**config.mk**
```make
export PLATFORM = sky130hd
export DESIGN_NAME = ca_sequencer
export DESIGN_NICKNAME = d
export VERILOG_FILES = /design/src/rtl/ca_seq_pkg.sv /design/src/rtl/ca_seq_blk_counter.sv /design/src/rtl/ca_sequencer.sv
export SDC_FILE = /design/constraint.sdc
export NUM_CORES = 1
export LEC_CHECK = 0
export ABC_CLOCK_PERIOD_IN_PS = 4500
export BUFFER_PORTS_ARGS = -buffer_cell sky130_fd_sc_hd__buf_4
export CAP_MARGIN = 20
export CORE_UTILIZATION = 58
export DETAILED_ROUTE_END_ITERATION = 12
export PLACE_DENSITY = 0.85
export SLEW_MARGIN = 20
export SYNTH_ARGS = -nofsm -noshare
export SYNTH_HDL_FRONTEND = slang
export SYNTH_SLANG_ARGS = --single-unit
```
**constraint.sdc**
```tcl
create_clock -name clk -period 4.5 [get_ports clk]
set_clock_uncertainty 0.2 [all_clocks]
set_input_delay 0.675 -clock clk [delete_from_list [all_inputs] [get_ports clk]]
set_output_delay 0.675 -clock clk [all_outputs]
set_load 0.02 [all_outputs]
```
**src/rtl/ca_seq_pkg.sv**
```systemverilog
// Shared types and constants for the Rule 110 array sequencer.
package ca_seq_pkg;

  localparam int unsigned CELLS_PER_BLOCK = 8;
  localparam int unsigned ADDR_W          = 6;

  typedef enum logic [1:0] {
    OP_RUN  = 2'd0,
    OP_LOAD = 2'd1,
    OP_DUMP = 2'd2,
    OP_RSVD = 2'd3
  } op_e;

  typedef enum logic [2:0] {
    S_IDLE      = 3'd0,
    S_RUN       = 3'd1,
    S_LOAD_WAIT = 3'd2,
    S_LOAD_WR   = 3'd3,
    S_DUMP_ADDR = 3'd4,
    S_DUMP_OUT  = 3'd5
  } state_e;

endpackage

```
**src/rtl/ca_seq_blk_counter.sv**
```systemverilog
// Block index counter shared by the LOAD and DUMP walks over the array.
module ca_seq_blk_counter
  import ca_seq_pkg::*;
#(
  parameter int unsigned NUM_BLOCKS = 30
) (
  input  logic              clk,
  input  logic              reset,
  input  logic              clr,
  input  logic              inc,
  output logic [ADDR_W-1:0] idx,
  output logic              last
);

  localparam logic [ADDR_W-1:0] LAST_IDX = ADDR_W'(NUM_BLOCKS - 1);

  logic [ADDR_W-1:0] idx_r;

  // Clear wins over increment so every walk starts at block 0.
  always_ff @(posedge clk) begin
    if (reset) begin
      idx_r <= {ADDR_W{1'b0}};
    end else if (clr) begin
      idx_r <= {ADDR_W{1'b0}};
    end else if (inc) begin
      idx_r <= idx_r + ADDR_W'(1);
    end else begin
      idx_r <= idx_r;
    end
  end

  assign idx  = idx_r;
  assign last = (idx_r == LAST_IDX);

endmodule

```
**src/rtl/ca_sequencer.sv**
```systemverilog
// Command sequencer for the Rule 110 cell array (RUN / LOAD / DUMP).
// Optional CA_SEQ_AUTODUMP_EN: a RUN flows straight into a full DUMP.
module ca_sequencer
  import ca_seq_pkg::*;
#(
  parameter int unsigned NUM_BLOCKS = 30,
  parameter int unsigned GEN_W      = 16
) (
  input  logic                       clk,
  input  logic                       reset,
  input  logic                       cmd_valid,
  output logic                       cmd_ready,
  input  logic [1:0]                 cmd_op,
  input  logic [GEN_W-1:0]           cmd_arg,
  input  logic                       load_valid,
  output logic                       load_ready,
  input  logic [CELLS_PER_BLOCK-1:0] load_data,
  output logic                       dump_valid,
  input  logic                       dump_ready,
  output logic [CELLS_PER_BLOCK-1:0] dump_data,
  output logic                       dump_last,
  output logic                       ca_we_n,
  output logic                       ca_halt_n,
  output logic [ADDR_W-1:0]          ca_addr,
  output logic [CELLS_PER_BLOCK-1:0] ca_wdata,
  input  logic [CELLS_PER_BLOCK-1:0] ca_rdata,
  output logic                       busy,
  output logic [GEN_W-1:0]           gen_count
);

  state_e                     state_r;
  logic [GEN_W-1:0]           run_cnt_r;
  logic [GEN_W-1:0]           gen_count_r;
  logic                       ca_we_n_r;
  logic                       ca_halt_n_r;
  logic [ADDR_W-1:0]          ca_addr_r;
  logic [CELLS_PER_BLOCK-1:0] ca_wdata_r;
  logic                       load_ready_r;
  logic                       dump_valid_r;
  logic                       dump_last_r;
  logic [CELLS_PER_BLOCK-1:0] dump_data_r;

  logic              blk_clr_s;
  logic              blk_inc_s;
  logic              blk_last_s;
  logic [ADDR_W-1:0] blk_idx_s;
  op_e               op_s;
  logic              load_fire_s;
  logic              dump_fire_s;

  assign op_s        = op_e'(cmd_op);
  assign load_fire_s = load_valid && load_ready_r;
  assign dump_fire_s = dump_valid_r && dump_ready;

  ca_seq_blk_counter #(
    .NUM_BLOCKS (NUM_BLOCKS)
  ) u_blk_counter (
    .clk   (clk),
    .reset (reset),
    .clr   (blk_clr_s),
    .inc   (blk_inc_s),
    .idx   (blk_idx_s),
    .last  (blk_last_s)
  );

  // Block counter control: parked at 0 outside the walks, stepped after each block.
  always_comb begin
    blk_clr_s = 1'b0;
    blk_inc_s = 1'b0;
    case (state_r)
      S_IDLE:     blk_clr_s = 1'b1;
      S_RUN:      blk_clr_s = 1'b1;
      S_LOAD_WR:  blk_inc_s = !blk_last_s;
      S_DUMP_OUT: blk_inc_s = dump_fire_s && !blk_last_s;
      default: begin
        blk_clr_s = 1'b0;
        blk_inc_s = 1'b0;
      end
    endcase
  end

  // Main FSM; all array pins and stream flags are registered here.
  always_ff @(posedge clk) begin
    if (reset) begin
      state_r      <= S_IDLE;
      run_cnt_r    <= {GEN_W{1'b0}};
      gen_count_r  <= {GEN_W{1'b0}};
      ca_we_n_r    <= 1'b1;
      ca_halt_n_r  <= 1'b0;
      ca_addr_r    <= {ADDR_W{1'b0}};
      ca_wdata_r   <= {CELLS_PER_BLOCK{1'b0}};
      load_ready_r <= 1'b0;
      dump_valid_r <= 1'b0;
      dump_last_r  <= 1'b0;
      dump_data_r  <= {CELLS_PER_BLOCK{1'b0}};
    end else begin
      case (state_r)
        S_IDLE: begin
          ca_halt_n_r <= 1'b0;
          ca_we_n_r   <= 1'b1;
          if (cmd_valid) begin
            case (op_s)
              OP_RUN: begin
                if (cmd_arg != {GEN_W{1'b0}}) begin
                  state_r     <= S_RUN;
                  ca_halt_n_r <= 1'b1;
                  run_cnt_r   <= cmd_arg;
                end else begin
                  state_r <= S_IDLE;
                end
              end
              OP_LOAD: begin
                state_r      <= S_LOAD_WAIT;
                ca_addr_r    <= {ADDR_W{1'b0}};
                load_ready_r <= 1'b1;
              end
              OP_DUMP: begin
                state_r   <= S_DUMP_ADDR;
                ca_addr_r <= {ADDR_W{1'b0}};
              end
              default: state_r <= S_IDLE;
            endcase
          end
        end
        // Each cycle spent here with halt released is one generation.
        S_RUN: begin
          gen_count_r <= gen_count_r + GEN_W'(1);
          if (run_cnt_r == GEN_W'(1)) begin
            ca_halt_n_r <= 1'b0;
`ifdef CA_SEQ_AUTODUMP_EN
            state_r   <= S_DUMP_ADDR;
            ca_addr_r <= {ADDR_W{1'b0}};
`else
            state_r <= S_IDLE;
`endif
          end else begin
            run_cnt_r <= run_cnt_r - GEN_W'(1);
          end
        end
        S_LOAD_WAIT: begin
          if (load_fire_s) begin
            ca_we_n_r    <= 1'b0;
            ca_wdata_r   <= load_data;
            load_ready_r <= 1'b0;
            state_r      <= S_LOAD_WR;
          end
        end
        S_LOAD_WR: begin
          ca_we_n_r <= 1'b1;
          if (blk_last_s) begin
            state_r <= S_IDLE;
          end else begin
            ca_addr_r    <= blk_idx_s + ADDR_W'(1);
            load_ready_r <= 1'b1;
            state_r      <= S_LOAD_WAIT;
          end
        end
        // The read port is combinational in ca_addr, so it is valid one cycle after issue.
        S_DUMP_ADDR: begin
          dump_data_r  <= ca_rdata;
          dump_valid_r <= 1'b1;
          dump_last_r  <= blk_last_s;
          state_r      <= S_DUMP_OUT;
        end
        S_DUMP_OUT: begin
          if (dump_fire_s) begin
            dump_valid_r <= 1'b0;
            dump_last_r  <= 1'b0;
            if (blk_last_s) begin
              state_r <= S_IDLE;
            end else begin
              ca_addr_r <= blk_idx_s + ADDR_W'(1);
              state_r   <= S_DUMP_ADDR;
            end
          end
        end
        default: begin
          state_r      <= S_IDLE;
          ca_we_n_r    <= 1'b1;
          ca_halt_n_r  <= 1'b0;
          load_ready_r <= 1'b0;
          dump_valid_r <= 1'b0;
          dump_last_r  <= 1'b0;
        end
      endcase
    end
  end

  assign cmd_ready  = (state_r == S_IDLE);
  assign busy       = (state_r != S_IDLE);
  assign gen_count  = gen_count_r;
  assign ca_we_n    = ca_we_n_r;
  assign ca_halt_n  = ca_halt_n_r;
  assign ca_addr    = ca_addr_r;
  assign ca_wdata   = ca_wdata_r;
  assign load_ready = load_ready_r;
  assign dump_valid = dump_valid_r;
  assign dump_last  = dump_last_r;
  assign dump_data  = dump_data_r;

endmodule

```
==> flow_summary.toml, run 1 <==
[placement]
placed_area_um2 = 4168
io_buffers = 83
dp_hpwl_um = 6040
gp_congestion = 0.8786
dp.cells = 553
place_ws_ns = 1.342

[timing]
setup_ws_ns = 1.161
tightest_slew_ns = 1.031
period_share_pct = 74.19
slew_headroom_pct = 31.29
fmax_mhz = 299.5
setup_viol = 0
slew_violations = 0
rsz0062_at_grt = "false"
fin_setup_tns_ns = 0
layout_min_cycle_time_ns = 3.339
hold_ws_ns = 0.2787
hold_violations = 0

[synth]
ys_seq_area_share_pct = 38.47
ys_ff_latch = 68
synthCells = 415
syn-num-nets = 464
syn_avg_cell_area_um2 = 8.526
syn-cell-area_um2 = 3538
ys.flop_type = "dfxtp_1"
yosysUniqueCellTypes = 60
synth_edf_count = 0
synth_warnings = 0
synth-async-reset-ratio_pct = 0

[route]
wl_met3_um = 536
drt_iter0_drc = 294
met1Wirelength_um = 3796
wl_met2_um = 4105
drcViolationCount = 0
avgViaCountPerCell = 5.865
antenna_left = 0
top_layer = "met4"
wl_um = 8585
vias = 3337
dr.pass1.iters = 4
wl_per_cell_um = 15.09

[die]
rows = 28
core_area_um2 = 5886
start_util_pct = 60.12
dieArea_um2 = 6417
ios = 84
die_h_um = 80.11
die_x_um = 80.11

[layout]
utilization_pct = 74.36
mostFrequentLayoutCells = "buf_4, dfxtp_1, nor2_1"
fin_nets = 538
n_antenna_cell = 0
layout.cells.non_filler = 569
final_layout_size_suffix_gt1_share_pct = 26.11
area_growth_syn_to_layout_pct = 23.69
final_common_cell = "buf_4"
stdcell_area_um2 = 4377

[setup_path]
start_kind = "flip-flop"
path_cells = "or3b_1, o22ai_1, o21ai_0, a31o_2"
slowest_delay_ns = 0.85
crit_fanout = 36
crit_path_end_kind = "flip-flop"
crit_slowest_cell = "o22ai_1"
crit_required_ns = 4.52
cp.arrival_ns = 3.36
worstSetupPathType = "reg -> reg"

[power_and_ir_drop]
total_power_mw = 2.165
peakVddDrop_v = 0.0004043
leakagePower_nw = 1.733
p_per_area_nw_per_um2 = 494.7

[clocking]
cts_setup_buffers = 0
h-tree-depth = 3
cts_buffers = 9
clockBufferDepth = 2
holdBufCountCts = 0
clockRootBuffer = "clkbuf_8"
clk_pin_slew_ns = 0.07
clock-sinks = 68
cts_tree = "built"
clock_latency_ns = 0.34
ctsResizeCount = 0

[global_routing]
grt_start_max_net_pins = 62
antenna_found_initial = 0
grt_pass1_wl_um = 14060
grt_use_total_pct = 28.06
grt_pass1_vias = 3105
overflow = 0

[run]
maxCapViolations = 0

[status]
status = "complete, no violations"

[hold_path]
min-delay-path-class = "reg -> reg"
## final cells by class
class / count / area, um2
Timing Repair Buffer: 85 / 638.1
Clock buffer: 12 / 135.1
Clock inverter: 4 / 73.82
Sequential cell: 68 / 1361
Fill cell: 452 / 1509
Inverter: 13 / 48.80
Multi-Input combinational cell: 312 / 2026
Tap cell: 75 / 93.84
## worst max-delay path, delay by kind of cell, from the launching register on
kind / cells / cell delay, ns
AND/OR/NAND/NOR: 1 / 0.84
AO/OA/AOI/OAI: 3 / 1.47
flip-flops: 1 / 0.71
## path summary, 6_finish.rpt
check                  start      endpoint  slack [ns]  cells past startpoint
setup / recovery  state_r[0]  run_cnt_r[2]        1.16                      4
hold reg to reg   ca_addr[5]    ca_addr[5]        0.28                      2
hold / removal    ca_addr[5]    ca_addr[5]        0.28                      2
setup reg to reg  state_r[0]  run_cnt_r[2]        1.16                      4
## kinds of logic after synthesis
family          synth area share [%]
flops                          38.47
buf+inv                        4.420
simple gates                   25.57
mux                            5.375
xor+xnor                       5.693
fa+ha+maj                      3.536
compound gates                 16.94
## power by group
part,internal [mW],switching (mW)
Clock,0.313,0.227
Sequential,0.684,0.119
Combinational,0.320,0.502
Total,1.32,0.848
## flip-flops by register name, summed over array words and instances (netlist names)
| register | cells |
|---|---|
| ca_addr | 6 |
| ca_halt_n | 1 |
| state_r | 3 |
| ca_we_n | 1 |
| run_cnt_r | 16 |
| ca_wdata | 8 |
| dump_valid | 1 |
| dump_data | 8 |
| load_ready | 1 |
| u_blk_counter.idx | 6 |
| gen_count | 16 |
| dump_last | 1 |
## synthesized netlist by cell type (all sizes together) (5+ instances only)
library cell,instances,share of area (%)
dfxtp,68,38
nor2,65,6.9
nand2,38,4.0
a21oi,27,4.6
o21ai,22,3.9
mux2i,19,5.4
nand3,15,2.1
xor2,15,3.7
clkbuf,14,1.5
inv,13,1.4
nor3,13,2.0
ha,10,3.5
buf,8,1.6
xnor2,8,2.0
nand4,7,1.2
and3,6,1.1
nor4,6,1.8
or4,5,1.3
## layer usage
metal | track usage (%) | up-vias
met5 | 0 | -
met2 | 45.56 | 133
met1 | 36.27 | 1569
met4 | 11.07 | 0
li1 | - | 1619
met3 | 5.909 | 16
(Power assumes the default switching activity.)
==> inputs of run 2 (changes only) <==
- ABC_AREA: unset -> 1
- ABC_CLOCK_PERIOD_IN_PS: 4500 -> 2800
- CORE_UTILIZATION: 58 -> 49
- PLACE_DENSITY: 0.85 -> 0.76
- clock period: 4.5 -> 2.8 ns (I/O delays scaled with it)
==> flow_summary.toml, run 2 <==
[clocking]
clock_latency_ns = 0.34
clock-sinks = 68
ctsResizeCount = 0
clk_pin_slew_ns = 0.08
clockBufferDepth = 2
clockRootBuffer = "clkbuf_8"
cts_setup_buffers = 0
cts_buffers = 9
holdBufCountCts = 0
cts_tree = "built"
h-tree-depth = 3

[setup_path]
worstSetupPathType = "reg -> reg"
path_buf_inv = 1
critPathLaunch = "state_r[0]"
slowest_delay_ns = 0.48
crit_family = "simple AND/OR/NAND/NOR gates"
reg2regPathDepth = 7
crit_fanout = 28
crit_path_end_kind = "flip-flop"
r2r_slack_ns = 0.53
r2r-end = "gen_count[8]"
crit_required_ns = 2.84
start_kind = "flip-flop"
cp.arrival_ns = 2.31
crit_slowest_cell = "dfxtp_1"
reg2reg_from = "state_r[0]"
path_cells = "nand3_4, inv_2, nand3_1, nor2_1, nand2_1, o21ai_0, a21oi_1"

[placement]
gp_congestion = 0.8954
dp_hpwl_um = 7079
dp.cells = 768
io_buffers = 83

[hold_path]
hold_depth = 3
min-delay-path-class = "in -> reg"
hold_end = "dump_data[7]"
worstHoldStart = "ca_rdata[7]"

[synth]
synth_most_common_cell = "nand2_1"
ys_seq_area_share_pct = 35.71
ys.flop_type = "dfxtp_1"
syn-num-nets = 647
synth-async-reset-ratio_pct = 0
syn-cell-area_um2 = 3812
yosysTopAreaCellShare_pct = 35.71
synthTopCellsByArea = "dfxtp_1, nand2_1, nor2_1"
synthCells = 598
syn_avg_cell_area_um2 = 6.375
yosysUniqueCellTypes = 36
yosys.area.top_type = "dfxtp_1"
synth_warnings = 0
synth_edf_count = 0
netlist_top_cells_count = "nand2_1, nor2_1, dfxtp_1"
ys_ff_latch = 68

[layout]
fin_nets = 729
final_common_cell = "nand2_1"
final_layout_size_suffix_gt1_share_pct = 18.98
utilization_pct = 63.62
n_antenna_cell = 0
mostFrequentLayoutCells = "nand2_1, nor2_1, buf_4"
fillers = 692
area_growth_syn_to_layout_pct = 22.97
layout.cells.non_filler = 784

[global_routing]
grt_pass1_wl_um = 16130
grt_use_total_pct = 23.90
grt_pass1_vias = 3638
overflow = 0
grt_start_max_net_pins = 29
antenna_found_initial = 0

[route]
dr.pass1.iters = 5
vias = 4007
antenna_left = 0
avgViaCountPerCell = 5.111
drt_iter0_drc = 188
wl_um = 9424
wl_per_cell_um = 12.02
drcViolationCount = 0

[timing]
hold_ws_ns = 0.09035
layout_min_cycle_time_ns = 2.273
slew_violations = 0
fmax_mhz = 439.9
period_share_pct = 81.19
rsz0062_at_grt = "false"
tightest_slew_ns = 0.7186
slew_headroom_pct = 52.04
hold_violations = 0
setup_viol = 0
fin_setup_tns_ns = 0

[run]
maxCapViolations = 0

[die]
ios = 84
core_area_um2 = 7370
rows = 31
die_x_um = 90.21
start_util_pct = 51.73
dieArea_um2 = 8137
die_h_um = 90.21

[power_and_ir_drop]
leakagePower_nw = 2.194
peakVddDrop_v = 0.0004912
total_power_mw = 3.849
p_per_area_nw_per_um2 = 821.0

[status]
status = "complete, no violations"
run 2: cell families (layout without fill, tap and decap cells):
kind of cell,Yosys count,count (layout),share of synthesized area [%]
XOR/XNOR,4,4,0.9191
AND/OR/NAND/NOR,352,352,39.61
flip-flops,68,68,35.71
AO/OA/AOI/OAI,86,86,11.62
adder cells (fa/ha/maj),10,10,3.282
buffers and inverters,78,165,8.861
run 2: area by class of cell:
cell class | count | area (um2) | share of cell area (%)
timing repair buffer | 86 | 645.6 | 13.77
multi-input combinational | 452 | 2113 | 45.08
clock inverter | 7 | 75.07 | 1.601
tap | 99 | 123.9 | 2.642
sequential | 68 | 1361 | 29.04
clock buffer | 9 | 123.9 | 2.642
inverter | 63 | 245.2 | 5.231
run 2: worst max-delay path by stage:
stage	endpoint	slack, ns	depth (start not counted)
2_1_floorplan	gen_count[14]	1.09	10
3_3_place_gp	run_cnt_r[9]	0.69	9
3_5_place_dp	gen_count[8]	0.57	7
4_1_cts	gen_count[8]	0.57	7
5_1_grt	gen_count[8]	0.34	7
6_report	gen_count[8]	0.53	7
run 2: metal layers:
metal | track usage [%] | part of all wire, % | vias up
met5 | 0 | 0 | -
met4 | 4.167 | 0.44 | 0
met3 | 6.768 | 5.8 | 4
met2 | 40.14 | 47 | 119
met1 | 30.78 | 47 | 1829
li1 | - | - | 2055
run 2: worst min-delay path, stage by stage:
cell and delay, ns:
buf_4 0.08, nor2_1 0.03, nor2_1 0.08
run 2: per-stage QoR:
stage | setup slack, ns | area [um2]
6_report | 0.5266 | 4688
2_1_floorplan | 1.095 | 3812
3_5_place_dp | 0.5704 | 4489
5_1_grt | 0.3429 | 4688
3_3_place_gp | 0.6885 | 4489
4_1_cts | 0.5747 | 4688
run 2: power breakdown:
part	switching [mW]	internal, mW	total, mW
Clock	0.392	0.413	0.805
Combinational	1.21	0.604	1.81
Sequential	0.128	1.10	1.23
